<file path="src/rtl/div_iter.sv">
// Radix-2 restoring divider: 32 shift/subtract cycles, then sign fixup.
// Result packing is {quotient, remainder}, with a one-cycle valid pulse.
module div_iter #(
    parameter int unsigned SIGNED = 1
) (
    input  logic        clk,
    input  logic        reset,
    input  logic        s_axis_divisor_tvalid,
    output logic        s_axis_divisor_tready,
    input  logic [31:0] s_axis_divisor_tdata,
    input  logic        s_axis_dividend_tvalid,
    output logic        s_axis_dividend_tready,
    input  logic [31:0] s_axis_dividend_tdata,
    input  logic        div_cancel,
    output logic        m_axis_dout_tvalid,
    output logic [63:0] m_axis_dout_tdata
);

    typedef enum logic [1:0] {
        IDLE = 2'd0,
        CALC = 2'd1,
        FIX  = 2'd2,
        DONE = 2'd3
    } state_t;

    state_t      state_q, state_d;
    logic [4:0]  cnt_q, cnt_d;
    logic [31:0] rem_q, rem_d;
    logic [31:0] quo_q, quo_d;
    logic [31:0] dvs_q, dvs_d;
    logic [31:0] dvd_raw_q, dvd_raw_d;
    logic        sign_quo_q, sign_quo_d;
    logic        sign_rem_q, sign_rem_d;
    logic        tready_q, tready_d;
    logic        tvalid_q, tvalid_d;
    logic [63:0] tdata_q, tdata_d;

    logic        accept;
    logic        dvd_neg, dvs_neg;
    logic [31:0] dvd_mag, dvs_mag;
    logic [32:0] shifted, diff;
    logic [31:0] quo_fix, rem_fix;

    assign accept = s_axis_divisor_tvalid && s_axis_dividend_tvalid && !div_cancel;

    always_comb begin
        state_d    = state_q;
        cnt_d      = cnt_q;
        rem_d      = rem_q;
        quo_d      = quo_q;
        dvs_d      = dvs_q;
        dvd_raw_d  = dvd_raw_q;
        sign_quo_d = sign_quo_q;
        sign_rem_d = sign_rem_q;
        tvalid_d   = 1'b0;
        tdata_d    = tdata_q;

        dvd_neg = (SIGNED != 0) && s_axis_dividend_tdata[31];
        dvs_neg = (SIGNED != 0) && s_axis_divisor_tdata[31];
        dvd_mag = dvd_neg ? (32'd0 - s_axis_dividend_tdata) : s_axis_dividend_tdata;
        dvs_mag = dvs_neg ? (32'd0 - s_axis_divisor_tdata) : s_axis_divisor_tdata;

        // The remainder never reaches the divisor, so 33 bits cover the trial.
        shifted = {rem_q, quo_q[31]};
        diff    = shifted - {1'b0, dvs_q};

        quo_fix = sign_quo_q ? (32'd0 - quo_q) : quo_q;
        rem_fix = sign_rem_q ? (32'd0 - rem_q) : rem_q;

        case (state_q)
            IDLE: begin
                if (accept) begin
                    state_d    = CALC;
                    cnt_d      = 5'd0;
                    rem_d      = 32'd0;
                    quo_d      = dvd_mag;
                    dvs_d      = dvs_mag;
                    dvd_raw_d  = s_axis_dividend_tdata;
                    sign_quo_d = dvd_neg ^ dvs_neg;
                    sign_rem_d = dvd_neg;
                end
            end
            CALC: begin
                if (!diff[32]) begin
                    rem_d = diff[31:0];
                    quo_d = {quo_q[30:0], 1'b1};
                end else begin
                    rem_d = shifted[31:0];
                    quo_d = {quo_q[30:0], 1'b0};
                end
                cnt_d = cnt_q + 5'd1;
                if (cnt_q == 5'd31) state_d = FIX;
            end
            FIX: begin
                // Divide-by-zero returns the raw dividend, bypassing sign fixup.
                if (dvs_q == 32'd0) tdata_d = {32'hFFFF_FFFF, dvd_raw_q};
                else                tdata_d = {quo_fix, rem_fix};
                tvalid_d = 1'b1;
                state_d  = DONE;
            end
            DONE: begin
                state_d = IDLE;
            end
            default: begin
                state_d = IDLE;
            end
        endcase

        if (div_cancel && state_q != IDLE) begin
            state_d  = IDLE;
            tvalid_d = 1'b0;
            tdata_d  = tdata_q;
        end

        tready_d = (state_d == IDLE);
    end

    always_ff @(posedge clk) begin
        if (reset) begin
            state_q    <= IDLE;
            cnt_q      <= 5'd0;
            rem_q      <= 32'd0;
            quo_q      <= 32'd0;
            dvs_q      <= 32'd0;
            dvd_raw_q  <= 32'd0;
            sign_quo_q <= 1'b0;
            sign_rem_q <= 1'b0;
            tready_q   <= 1'b1;
            tvalid_q   <= 1'b0;
            tdata_q    <= 64'd0;
        end else begin
            state_q    <= state_d;
            cnt_q      <= cnt_d;
            rem_q      <= rem_d;
            quo_q      <= quo_d;
            dvs_q      <= dvs_d;
            dvd_raw_q  <= dvd_raw_d;
            sign_quo_q <= sign_quo_d;
            sign_rem_q <= sign_rem_d;
            tready_q   <= tready_d;
            tvalid_q   <= tvalid_d;
            tdata_q    <= tdata_d;
        end
    end

    assign s_axis_divisor_tready  = tready_q;
    assign s_axis_dividend_tready = tready_q;
    assign m_axis_dout_tvalid     = tvalid_q;
    assign m_axis_dout_tdata      = tdata_q;

endmodule
</file>
<file path="config.mk">
export PLATFORM = sky130hd
export DESIGN_NAME = div_iter
export DESIGN_NICKNAME = d
export VERILOG_FILES = /design/src/rtl/div_iter.sv
export SDC_FILE = /design/constraint.sdc
export NUM_CORES = 1
export LEC_CHECK = 0
export CORE_MARGIN = 2
export CORE_UTILIZATION = 45
export DETAILED_ROUTE_END_ITERATION = 10
export GPL_ROUTABILITY_DRIVEN = 0
export GPL_TIMING_DRIVEN = 0
export PLACE_DENSITY_LB_ADDON = 0.25
export SETUP_SLACK_MARGIN = 0.4
export SLEW_MARGIN = 40
export SYNTH_ARGS = -nofsm -noshare
export SYNTH_HDL_FRONTEND = slang
export SYNTH_SLANG_ARGS = --single-unit
</file>
<file path="constraint.sdc">
create_clock -name clk -period 7.8 [get_ports clk]
set_input_delay 1.17 -clock clk [delete_from_list [all_inputs] [get_ports clk]]
set_output_delay 1.17 -clock clk [all_outputs]
set_load 0.05 [all_outputs]
</file>
Yosys cells after proc, flatten, opt, wreduce, memory -nomap -nowiden --
Index checks and enable logic that the tools add are counted. Widths: inputs -> output; s select.
Storage, ports and cells: bits in registers 203, latch bits 0, memory bits (writable) 0, ROM bits 0, input bits 69, output and inout bits 67, logic and storage cells 55, memories kept 0
Operators by class: add/sub/neg operators 6, multipliers 0, div/mod/pow operators 0, order comparisons 0, equality and inequality tests 5, shift operators 0, multiplexer cells 18, bitwise operators 2, reductions and logical operators 13
Operators with widths (count):
- $mux 32 | 7
- $pmux 32 s2 | 2
- $sub 1x32->32 const A | 4
- $mux 64 | 1
- $sub 33x32->33 | 1
- $logic_not 32->1 | 1
- $pmux 5 s2 | 1
- $pmux 2 s4 | 1
- $mux 2 | 3
- $reduce_and 2->1 | 3
- $add 5x1->5 const B | 1
- $eq 5x5->1 const B | 1
- $mux 5 | 1
- $eq 2x2->1 const B | 2
- $logic_not 2->1 | 2
- $reduce_bool 2->1 | 2
- $logic_and 1x1->1 | 3
- $eq 2x1->1 const B | 1
- $mux 1 | 2
- $ne 2x2->1 const B | 1
- $reduce_or 2->1 | 1
- $logic_not 1->1 | 1
- $not 1->1 | 1
- $xor 1x1->1 | 1

Longest topological paths before layout --
depth after elaboration 6, mapped depth 14, depth with buffers taken out 12

Worst setup path before layout --
Ideal clock, no wire load.
path kind input to register, start input s_axis_dividend_tdata[0], end register quo_q[26], library setup time 70 ps, arrival 3842 ps, required time 7730 ps, path slack 3888 ps, cell stages on the path 11, buffers on the path 0, cell sequence inv_1 ha_1 or3b_1 or4_4 or3_4 or3_4 or3_4 o41ai_4 xnor2_1 nand2_1 a21oi_1
On the way: word-level cells in the longest chain between the ends 4
RTL lines:
- start, declared | line 13 | input logic [31:0] s_axis_dividend_tdata,
- $sub 1x32->32 | line 60 | dvd_mag = dvd_neg ? (32'd0 - s_axis_dividend_tdata) : s_axis_dividend_tdata;
- $mux 32 | line 60
- $mux 32 | line 72 | if (accept) begin
- $pmux 32 s2 | line 70 | case (state_q)
- end signal, assigned | line 135 | quo_q <= quo_d;
- end, declared | line 29 | logic [31:0] quo_q, quo_d;
Every way passes these cells. The select of a mux whose other input is x is not followed. A chain may end at the register's enable or synchronous reset.

Final worst setup path --
start input s_axis_dividend_tdata[0], end register quo_q[30]
The elaborated chain is that of the path after synthesis.

==> results.cfg <==
[die]
fp-row-count = 59
core_area_mm2 = 0.0261
dieHeight_um = 167
die_w_um = 167
dieArea_mm2 = 0.0279
design.portCount = 136
start_util_pct = 45.9

[route]
firstDrtPassIters = 5
viasPerCell = 5.86
drt_iter0_drc = 1130
drc = 0
drt_wl_total_um = 37900
wire_per_inst_um = 18.6
vias = 11900
antenna_left = 0

[global_routing]
met3_usage_pct = 2.85
grt_pass1_vias = 11000
grt_pass1_wl_um = 59500
antenna_found_initial = 0
grtUsageTotal_pct = 26.2
grtUsageMet1_pct = 34.5
grt_overflow_total = 0
grt_most_used_layer = met2
grt_use_met2_pct = 43.6
grt_max_degree = 13

[finish]
drive_above_1_share_pct = 3.35
antenna_cells = 0
areaGrowthSynthToFinish_pct = 20.5
nNetsFinal = 1798
fillers = 2505
seqCellArea_mm2 = 0.00404
multi_input_area_mm2 = 0.00735

[synth]
synth_area_mm2 = 0.0120
synth_nets = 1639
async_flop_share_pct = 0
ys_types = 64
yosys_warnings = 0
ys_top_cells_by_area = dfxtp_1 (34%), nand2_1 (6.1%), xor2_1 (5.7%)
synth_ff_type = dfxtp_1
yosysSeqAreaShare_pct = 33.8
synth_edf_count = 0
yosysTopAreaCell = dfxtp_1
synth.avg_cell_area_um2 = 7.82
synthCells = 1531
synth_top_area_share_pct = 33.8
synth_seq_cells = 202

[cts]
clk_latency_ps = 520
post_cts_buffers = 0
clockBufferDepth = 3
cts_hold_buf = 0
cts-root-buf = clkbuf_16
clkSinkCount = 202
cts-buffers-inserted = 23
htreeDepth = 1
cts_resized = 0
cts_tree = done
path_clk_slew_ps = 50

[pwr]
power.leakage_nw = 5.21
p_per_area_mw_per_mm2 = 192
vdd_drop_max_mv = 0.141

[setup_path]
start_kind = primary input
worst-path-max-fanout = 5
arrival_ps = 4740
cp-end-kind = register
crit_type = in -> reg
crit_required_ps = 8240

[timing]
finalSetupTns_ps = 0
hold_viol = 0
worst_pin_slew_ps = 840
period_needed_ps = 4300
slew_headroom_pct = 44.0
drv_slew = 0
period_share_pct = 55.1
worst_clock_skew_ps = 15.0
hold-worst-slack_ps = 456
fmax_mhz = 233
rsz0062_at_grt = no
finalSetupViolCount = 0

[status]
status = complete, no violations

[place]
hpwlAfterDp_um = 29600
port_buffers = 134

[flow_run]
drv_cap = 0

[min_path]
hp-class = reg -> reg
worst paths after layout:
check / depth (start not counted) / from / slack (ps) / end
hold / removal: 2 / dvd_raw_q[0] / 460 / dvd_raw_q[0]
setup reg to reg: 14 / quo_q[31] / 3600 / rem_q[5]
setup / recovery: 12 / s_axis_dividend_tdata[0] / 3500 / quo_q[30]
hold reg to reg: 2 / dvd_raw_q[0] / 460 / dvd_raw_q[0]
routing by layer:
| layer | vias up | wire length (µm) |
|---|---|---|
| met1 | 5608 | 16500 |
| met3 | 97 | 2190 |
| met4 | 0 | 1670 |
| met5 | - | 0 |
| met2 | 418 | 17500 |
| li1 | 5793 | - |
power breakdown:
group / total [W] / internal (W) / switching, W / leakage (nW)
Combinational: 0.000645 / 0.000257 / 0.000388 / 3.23
Clock: 0.00103 / 0.000599 / 0.000427 / 0.346
Sequential: 0.00109 / 0.00106 / 0.0000337 / 1.63
Total: 0.00276 / 0.00191 / 0.000849 / 5.21
synthesized netlist by cell type (8+ instances only):
cell type,instances
a32oi_1,9
nand2_1,194
a211oi_1,66
clkbuf_1,90
a22oi_1,23
o211ai_1,10
a311oi_1,10
o31ai_1,37
a21oi_1,128
nand2b_1,11
or3_1,10
nor3_1,15
inv_1,49
nand3_1,20
o21a_1,8
xor2_1,78
nor2_1,179
dfxtp_1,202
nor4_1,17
ha_1,38
a21o_1,9
o41ai_1,13
a221oi_1,9
xnor2_1,62
o21ai_0,84
nor2b_1,14
mux2i_1,27
o22ai_1,21
or4_1,19
nand4_1,9
logic make-up after synthesis:
| family | synth area share (%) |
|---|---|
| simple gates | 19.6 |
| xor+xnor | 10.4 |
| buf+inv | 4.77 |
| mux | 2.35 |
| flops | 33.8 |
| fa+ha+maj | 4.14 |
| compound gates | 25.0 |
layout make-up:
| class | count | share of cell area [%] |
|---|---|---|
| clock buffers | 33 | 4.74 |
| well taps | 335 | 2.91 |
| plain buffers | 101 | 2.68 |
| clock inverters | 2 | 0.0954 |
| flip-flops and latches | 202 | 28.0 |
| repair buffers | 134 | 9.30 |
| inverters | 49 | 1.28 |
| multi-input cells | 1179 | 51.0 |
critical path, stage by stage:
cell             delay, ps
clkdlybuf4s50_1        550
inv_1                  110
ha_1                   200
or3b_1                 410
or4_4                  460
or3_4                  400
or3_4                  390
or3_4                  420
o21ai_0                220
xnor2_1                140
nand2_1                100
a21oi_1                160
metrics by stage:
| stage | util [%] | worst slack [ps] | std cells | area, µm² | power (W) |
|---|---|---|---|---|---|
| final | 55.3 | 3500 | 2035 | 14400 | 0.00276 |
| after global routing | 55.3 | 3330 | 2035 | 14400 | 0.00288 |
| after CTS | 55.3 | 3530 | 2035 | 14400 | 0.00276 |
| after detailed placement | 52.7 | 3030 | 2000 | 13700 | 0.00175 |
| after global placement | 52.7 | 3060 | 2000 | 13700 | 0.00174 |
| after floorplan | - | 3890 | 1531 | 12000 | 0.00155 |
placed cells by master, fill, tap and decap left out, types with 11 or more instances in the layout:
| cell type | instances |
|---|---|
| xor2_1 | 78 |
| dfxtp_1 | 202 |
| inv_1 | 49 |
| a22oi_1 | 23 |
| clkdlybuf4s50_1 | 134 |
| nand2b_1 | 11 |
| o22ai_1 | 21 |
| mux2i_1 | 27 |
| nand2_1 | 194 |
| a211oi_1 | 66 |
| clkbuf_1 | 93 |
| a21oi_1 | 128 |
| nor2_1 | 179 |
| o21ai_0 | 84 |
| nand3_1 | 20 |
| clkbuf_16 | 23 |
| ha_1 | 38 |
| nor4_1 | 17 |
| or4_1 | 19 |
| xnor2_1 | 62 |
| nor2b_1 | 14 |
| nor3_1 | 15 |
| o31ai_1 | 37 |
| o41ai_1 | 13 |
sequential cells by signal (all words and copies together) (netlist names), 2 cells and up:
signal and flops:
m_axis_dout_tdata 64, dvd_raw_q 32, dvs_q 32, quo_q 32, rem_q 32, cnt_q 5
state_q 2
(Power assumes the default switching activity.)
